<file path="src/rtl/uart_frame_parser.sv">
// Receive-side framing stage: hunts for SOF, parses length/payload, checks a
// mod-256 checksum and forwards the payload as an AXI-Stream packet.
module uart_frame_parser #(
    parameter logic [7:0]  SOF     = 8'h7E,
    parameter int unsigned MAX_LEN = 64,
    parameter logic [15:0] TIMEOUT = 16'd50000
) (
    input  logic       clk,
    input  logic       rst,
    input  logic [7:0] s_axis_tdata,
    input  logic       s_axis_tvalid,
    output logic       s_axis_tready,
    input  logic       s_axis_error,
    output logic [7:0] m_axis_tdata,
    output logic       m_axis_tvalid,
    input  logic       m_axis_tready,
    output logic       m_axis_tlast,
    output logic       m_axis_tuser,
    output logic       stat_good,
    output logic       stat_bad,
    output logic       stat_drop,
    output logic       busy
);

    localparam logic [1:0] ST_HUNT    = 2'd0;
    localparam logic [1:0] ST_LEN     = 2'd1;
    localparam logic [1:0] ST_PAYLOAD = 2'd2;
    localparam logic [1:0] ST_CHECK   = 2'd3;

    localparam logic [7:0] MAX_LEN_B = 8'(MAX_LEN);

    logic [1:0]  state;
    logic [7:0]  acc;
    logic [7:0]  cnt;
    logic [7:0]  hold_data;
    logic        hold_full;
    logic [15:0] tmo_cnt;

    logic       accept;
    logic       out_free;
    logic       tmo_expired;
    logic       abort;
    logic [7:0] sum;
    logic       emit;
    logic       emit_last;
    logic       emit_user;

    assign out_free      = !m_axis_tvalid || m_axis_tready;
    assign s_axis_tready = (state == ST_HUNT || state == ST_LEN) ? 1'b1 : out_free;
    assign accept        = s_axis_tvalid && s_axis_tready;
    assign busy          = (state != ST_HUNT);
    assign sum           = acc + s_axis_tdata;
    assign tmo_expired   = (TIMEOUT != 16'd0) && (tmo_cnt == TIMEOUT);

    // An accepted byte clears the timeout, so a timeout abort only fires in
    // idle cycles and waits for the output register to be free.
    assign abort = (state != ST_HUNT) &&
                   ((accept && s_axis_error) ||
                    (!accept && tmo_expired && out_free));

    always_comb begin
        emit      = 1'b0;
        emit_last = 1'b0;
        emit_user = 1'b0;
        if (abort) begin
            emit      = hold_full;
            emit_last = 1'b1;
            emit_user = 1'b1;
        end else if (accept && state == ST_PAYLOAD) begin
            emit = hold_full;
        end else if (accept && state == ST_CHECK) begin
            emit      = hold_full;
            emit_last = 1'b1;
            emit_user = (sum != 8'h00);
        end
    end

    always_ff @(posedge clk) begin
        if (rst) begin
            state         <= ST_HUNT;
            acc           <= '0;
            cnt           <= '0;
            hold_data     <= '0;
            hold_full     <= 1'b0;
            tmo_cnt       <= '0;
            m_axis_tdata  <= '0;
            m_axis_tvalid <= 1'b0;
            m_axis_tlast  <= 1'b0;
            m_axis_tuser  <= 1'b0;
            stat_good     <= 1'b0;
            stat_bad      <= 1'b0;
            stat_drop     <= 1'b0;
        end else begin
            stat_good <= 1'b0;
            stat_bad  <= 1'b0;
            stat_drop <= 1'b0;

            if (accept || state == ST_HUNT) begin
                tmo_cnt <= '0;
            end else if (tmo_cnt != TIMEOUT) begin
                tmo_cnt <= tmo_cnt + 16'd1;
            end

            // Consume first; a load in the same cycle overrides (no bubble).
            if (m_axis_tvalid && m_axis_tready) begin
                m_axis_tvalid <= 1'b0;
            end
            if (emit) begin
                m_axis_tdata  <= hold_data;
                m_axis_tvalid <= 1'b1;
                m_axis_tlast  <= emit_last;
                m_axis_tuser  <= emit_user;
            end

            if (abort) begin
                hold_full <= 1'b0;
                stat_bad  <= 1'b1;
                state     <= ST_HUNT;
            end else if (accept) begin
                case (state)
                    ST_HUNT: begin
                        if (!s_axis_error && s_axis_tdata == SOF) begin
                            acc   <= '0;
                            state <= ST_LEN;
                        end else begin
                            stat_drop <= 1'b1;
                        end
                    end
                    ST_LEN: begin
                        acc <= sum;
                        if (s_axis_tdata == 8'd0) begin
                            state <= ST_CHECK;
                        end else if (s_axis_tdata <= MAX_LEN_B) begin
                            cnt   <= s_axis_tdata;
                            state <= ST_PAYLOAD;
                        end else begin
                            stat_bad <= 1'b1;
                            state    <= ST_HUNT;
                        end
                    end
                    ST_PAYLOAD: begin
                        acc       <= sum;
                        cnt       <= cnt - 8'd1;
                        hold_data <= s_axis_tdata;
                        hold_full <= 1'b1;
                        if (cnt == 8'd1) begin
                            state <= ST_CHECK;
                        end
                    end
                    default: begin
                        hold_full <= 1'b0;
                        if (sum == 8'h00) begin
                            stat_good <= 1'b1;
                        end else begin
                            stat_bad <= 1'b1;
                        end
                        state <= ST_HUNT;
                    end
                endcase
            end
        end
    end

endmodule
</file>
<file path="config.mk">
export PLATFORM = sky130hd
export DESIGN_NAME = uart_frame_parser
export DESIGN_NICKNAME = d
export VERILOG_FILES = /design/src/rtl/uart_frame_parser.sv
export SDC_FILE = /design/constraint.sdc
export NUM_CORES = 1
export LEC_CHECK = 0
export CELL_PAD_IN_SITES_DETAIL_PLACEMENT = 0
export CELL_PAD_IN_SITES_GLOBAL_PLACEMENT = 2
export CORE_UTILIZATION = 32
export CTS_CLUSTER_DIAMETER = 200
export DETAILED_ROUTE_END_ITERATION = 10
export PLACE_DENSITY = 0.82
export RECOVER_POWER = 100
export REMOVE_ABC_BUFFERS = 1
export SYNTH_ARGS = -nofsm -noshare
export SYNTH_HDL_FRONTEND = slang
export SYNTH_SLANG_ARGS = --single-unit
</file>
<file path="constraint.sdc">
create_clock -name clk -period 2.26 [get_ports clk]
set_input_delay 0.565 -clock clk [delete_from_list [all_inputs] [get_ports clk]]
set_output_delay 0.565 -clock clk [all_outputs]
set_load 0.05 [all_outputs]
</file>
==> metrics.log <==
INFO  metric run_status = finished clean
INFO  metric ctsLongestPathBuffers = 2
INFO  metric p_clk_share = 47.0%
INFO  metric detailed_route_wl = 8.934 mm
INFO  metric die_w = 103.2 um
INFO  metric fp.dieH = 103.2 um
INFO  metric synth_area_per_cell = 8.833 sq um
INFO  metric final.period_utilization = 98.26%
INFO  metric largest_vdd_supply_drop = 0.2222 mV
INFO  metric insertedDiodeCount = 0
INFO  metric synth_largest_type_area_fraction = 34.82%
INFO  metric drt_iter0_drc = 128
INFO  metric htreeDepth = 3
INFO  metric report.final.setup_viol = 0
INFO  metric worst_endpoint_required_time = 1.69 ns
INFO  metric holdCritStartpoint = m_axis_tdata[1]
INFO  metric grt_max_degree = 18
INFO  metric synth.top_cells.by_area = sky130_fd_sc_hd__dfxtp_1 35%, sky130_fd_sc_hd__ha_1 6.1%, sky130_fd_sc_hd__mux2i_1 5.8%, sky130_fd_sc_hd__nor2_1 4.5%, sky130_fd_sc_hd__a21oi_1 4.1%
INFO  metric power.sequential.fraction = 44.2%
INFO  metric slew_headroom = 65.68%
INFO  metric crit_type = reg -> out
INFO  metric standby_leakage_power = 1.822 nW
INFO  metric die-area = 10650 sq um
INFO  metric core_region_area = 9864 sq um
INFO  metric finalCriticalPeriod = 2.221 ns
INFO  metric cts_hold_buf = 0
INFO  metric cts_sinks = 57
INFO  metric route.detailed.drc = 0
INFO  metric cp-end-kind = output port
INFO  metric fin_nets = 500
INFO  metric cts_tree = yes
INFO  metric synth_commonest_cells = 57 x sky130_fd_sc_hd__dfxtp_1, 39 x sky130_fd_sc_hd__nor2_1, 27 x sky130_fd_sc_hd__a21oi_1, 19 x sky130_fd_sc_hd__mux2i_1, 19 x sky130_fd_sc_hd__nand2_1
INFO  metric async_flop_share = 0%
INFO  metric critPathLaunchType = register
INFO  metric switching_fraction = 24.29%
INFO  metric synth_most_common_cell = sky130_fd_sc_hd__dfxtp_1
INFO  metric detailedPlacementHpwl = 6.776 mm
INFO  metric worst-path-max-fanout = 3
INFO  metric ys_seq_elements = 57
INFO  metric synth.cell_area = 3277 sq um
INFO  metric clock_tree_root_buffer_cell = sky130_fd_sc_hd__clkbuf_8
INFO  metric floorplan.initialDensity = 33.22%
INFO  metric fmax = 450.3 MHz
INFO  metric routed-via-count = 3088
INFO  metric area_growth_from_synthesis_to_final_layout = 42.57%
INFO  metric grt_setup_unrepaired = yes
INFO  metric crit_arrival = 1.66 ns
INFO  metric critical_path.startpoint = state[0]
INFO  metric drive_above_1_share = 29.26%
INFO  metric gate_count_after_technology_mapping = 371
INFO  metric grt_pass1_vias = 2911
INFO  metric core_rows = 36
INFO  metric first_pass_grt_wire_length = 14.61 mm
INFO  metric numCtsBuffers = 9
INFO  metric worst_pin_slew = 0.5132 ns
INFO  metric place.gp.congestion = 0.8406
INFO  metric pin_count = 29
INFO  metric clock_latency = 0.35 ns
INFO  metric post_detailed_route_via_to_cell_ratio = 5.079
INFO  metric port-buffer-count = 28
INFO  metric r2r-start = acc[0]
INFO  metric final_antenna_net_count = 0
INFO  metric detail_route.wl_per_cell = 14.69 um
INFO  metric groute.usage.overall = 18.42%
INFO  metric grt.overflow.total = 0
INFO  metric yosysWarningCount = 0
INFO  metric fin_worst_skew = 0.009991 ns
INFO  metric max_slew_violation_count = 0
INFO  metric report.final.hold_viol_count = 0
INFO  metric total_switching_power = 0.0005519 W
INFO  metric yosys_most_used_dff = sky130_fd_sc_hd__dfxtp_1
INFO  metric combinationalPowerShare = 8.8%
INFO  metric drv_cap = 0
INFO  metric p_per_area = 486.4 nW/um^2
INFO  metric synth-edff-count = 0
INFO  metric worst_hold_class = reg -> reg
INFO  metric synth_top_cell_by_area = sky130_fd_sc_hd__dfxtp_1
INFO  metric clkTransAtPathRegs = 0.07 ns
INFO  metric synth-seq-area-share = 34.82%
INFO  metric drt_pass1_iterations = 4
INFO  metric postLayoutCoreUtil = 47.36%
INFO  metric grt_antenna_before_repair = 0
INFO  metric post-layout-total-power = 0.002272 W
INFO  metric post_synth_num_cell_types = 69
INFO  metric internal_power = 0.001720 W
==> layer usage <==
layer | part of all wire [%] | GRT usage, % | vias to the layer above
met2 | 47 | 29.23 | 63
met3 | 3.8 | 4.704 | 15
li1 | - | - | 1556
met4 | 2.6 | 8.017 | 0
met5 | 0 | 0 | -
met1 | 47 | 23.69 | 1454
==> stage by stage <==
stage	cells	setup TNS [ns]	setup WS, ns	instance area [sq um]	hold slack (ns)
floorplan	355	-2.459	-0.2713	3186	0.4517
global placement	586	-12.98	-0.6844	4190	0.4644
detailed placement	586	-13.74	-0.7372	4190	0.4670
CTS	606	0	0.001433	4589	0.4789
global route	608	-0.01946	-0.01946	4672	0.4967
finish	608	0	0.03942	4672	0.4766
==> power groups by stage <==
stage | registers [W] | clock network [W] | logic, W
floorplan | 0.00103 | 0 | 0.0000516
global route | 0.00100 | 0.00115 | 0.000214
CTS | 0.00100 | 0.00109 | 0.000191
finish | 0.00101 | 0.00107 | 0.000200
global placement | 0.00103 | 0 | 0.000177
detailed placement | 0.00103 | 0 | 0.000178
==> cell type report <==
class | instances | area, sq um
Multi-Input combinational cell | 285 | 2203
Sequential cell | 57 | 1146
Timing Repair Buffer | 104 | 887.1
Inverter | 13 | 51.30
Clock inverter | 7 | 93.84
Fill cell | 946 | 5192
Clock buffer | 9 | 123.9
Tap cell | 133 | 166.4
==> critical path, cell delays in order (launching register included) <==
cell and delay, ns:
sky130_fd_sc_hd__dfxtp_4 0.39, sky130_fd_sc_hd__inv_4 0.05, sky130_fd_sc_hd__ha_4 0.15, sky130_fd_sc_hd__or4b_4 0.55, sky130_fd_sc_hd__buf_8 0.17
==> placed cells by master, fill, tap and decap left out, types with 5 or more instances in the layout <==
| master | instances |
|---|---|
| sky130_fd_sc_hd__nand2b_1 | 9 |
| sky130_fd_sc_hd__mux2i_1 | 18 |
| sky130_fd_sc_hd__clkbuf_8 | 9 |
| sky130_fd_sc_hd__o211ai_1 | 6 |
| sky130_fd_sc_hd__clkdlybuf4s50_1 | 17 |
| sky130_fd_sc_hd__nor2_1 | 39 |
| sky130_fd_sc_hd__buf_4 | 72 |
| sky130_fd_sc_hd__dlygate4sd2_1 | 5 |
| sky130_fd_sc_hd__xor2_1 | 12 |
| sky130_fd_sc_hd__nand2_1 | 19 |
| sky130_fd_sc_hd__and3_1 | 6 |
| sky130_fd_sc_hd__nand3b_1 | 8 |
| sky130_fd_sc_hd__nor3_1 | 7 |
| sky130_fd_sc_hd__nor4_1 | 6 |
| sky130_fd_sc_hd__dfxtp_1 | 55 |
| sky130_fd_sc_hd__o21ai_0 | 11 |
| sky130_fd_sc_hd__a21oi_1 | 25 |
| sky130_fd_sc_hd__nand4_1 | 6 |
| sky130_fd_sc_hd__inv_1 | 11 |
| sky130_fd_sc_hd__nand3_1 | 18 |
| sky130_fd_sc_hd__nor2b_1 | 5 |
| sky130_fd_sc_hd__ha_1 | 11 |
==> logic make-up after synthesis <==
kind of cell / count (synthesis) / share of synthesized area [%]
flip-flops: 57 / 34.82
XOR/XNOR: 16 / 4.276
multiplexers: 20 / 6.262
AND/OR/NAND/NOR: 150 / 24.97
buffers and inverters: 29 / 4.276
adder cells (fa/ha/maj): 17 / 6.720
AO/OA/AOI/OAI: 82 / 18.67
==> sequential cells by signal, indices dropped and copies added, names as in the netlist, 2 cells and up <==
register and count:
tmo_cnt 16, state 2, m_axis_tdata 8, acc 8, cnt 8, hold_data 8
==> path summary, 6_finish.rpt <==
| kind | cells after the start | endpoint | slack [ns] |
|---|---|---|---|
| setup reg to reg | 7 | stat_good | 0.10 |
| hold reg to reg | 2 | m_axis_tdata[1] | 0.48 |
| hold / removal | 2 | m_axis_tdata[1] | 0.48 |
| setup / recovery | 4 | s_axis_tready | 0.04 |
==> timing repair <==
action / CTS / global route
setup buffers: 5 / 2
resized for setup: 37 / 17
pin swaps: 14 / 11
endpoints found under the setup margin: 23 / 20
(Power assumes the default switching activity.)
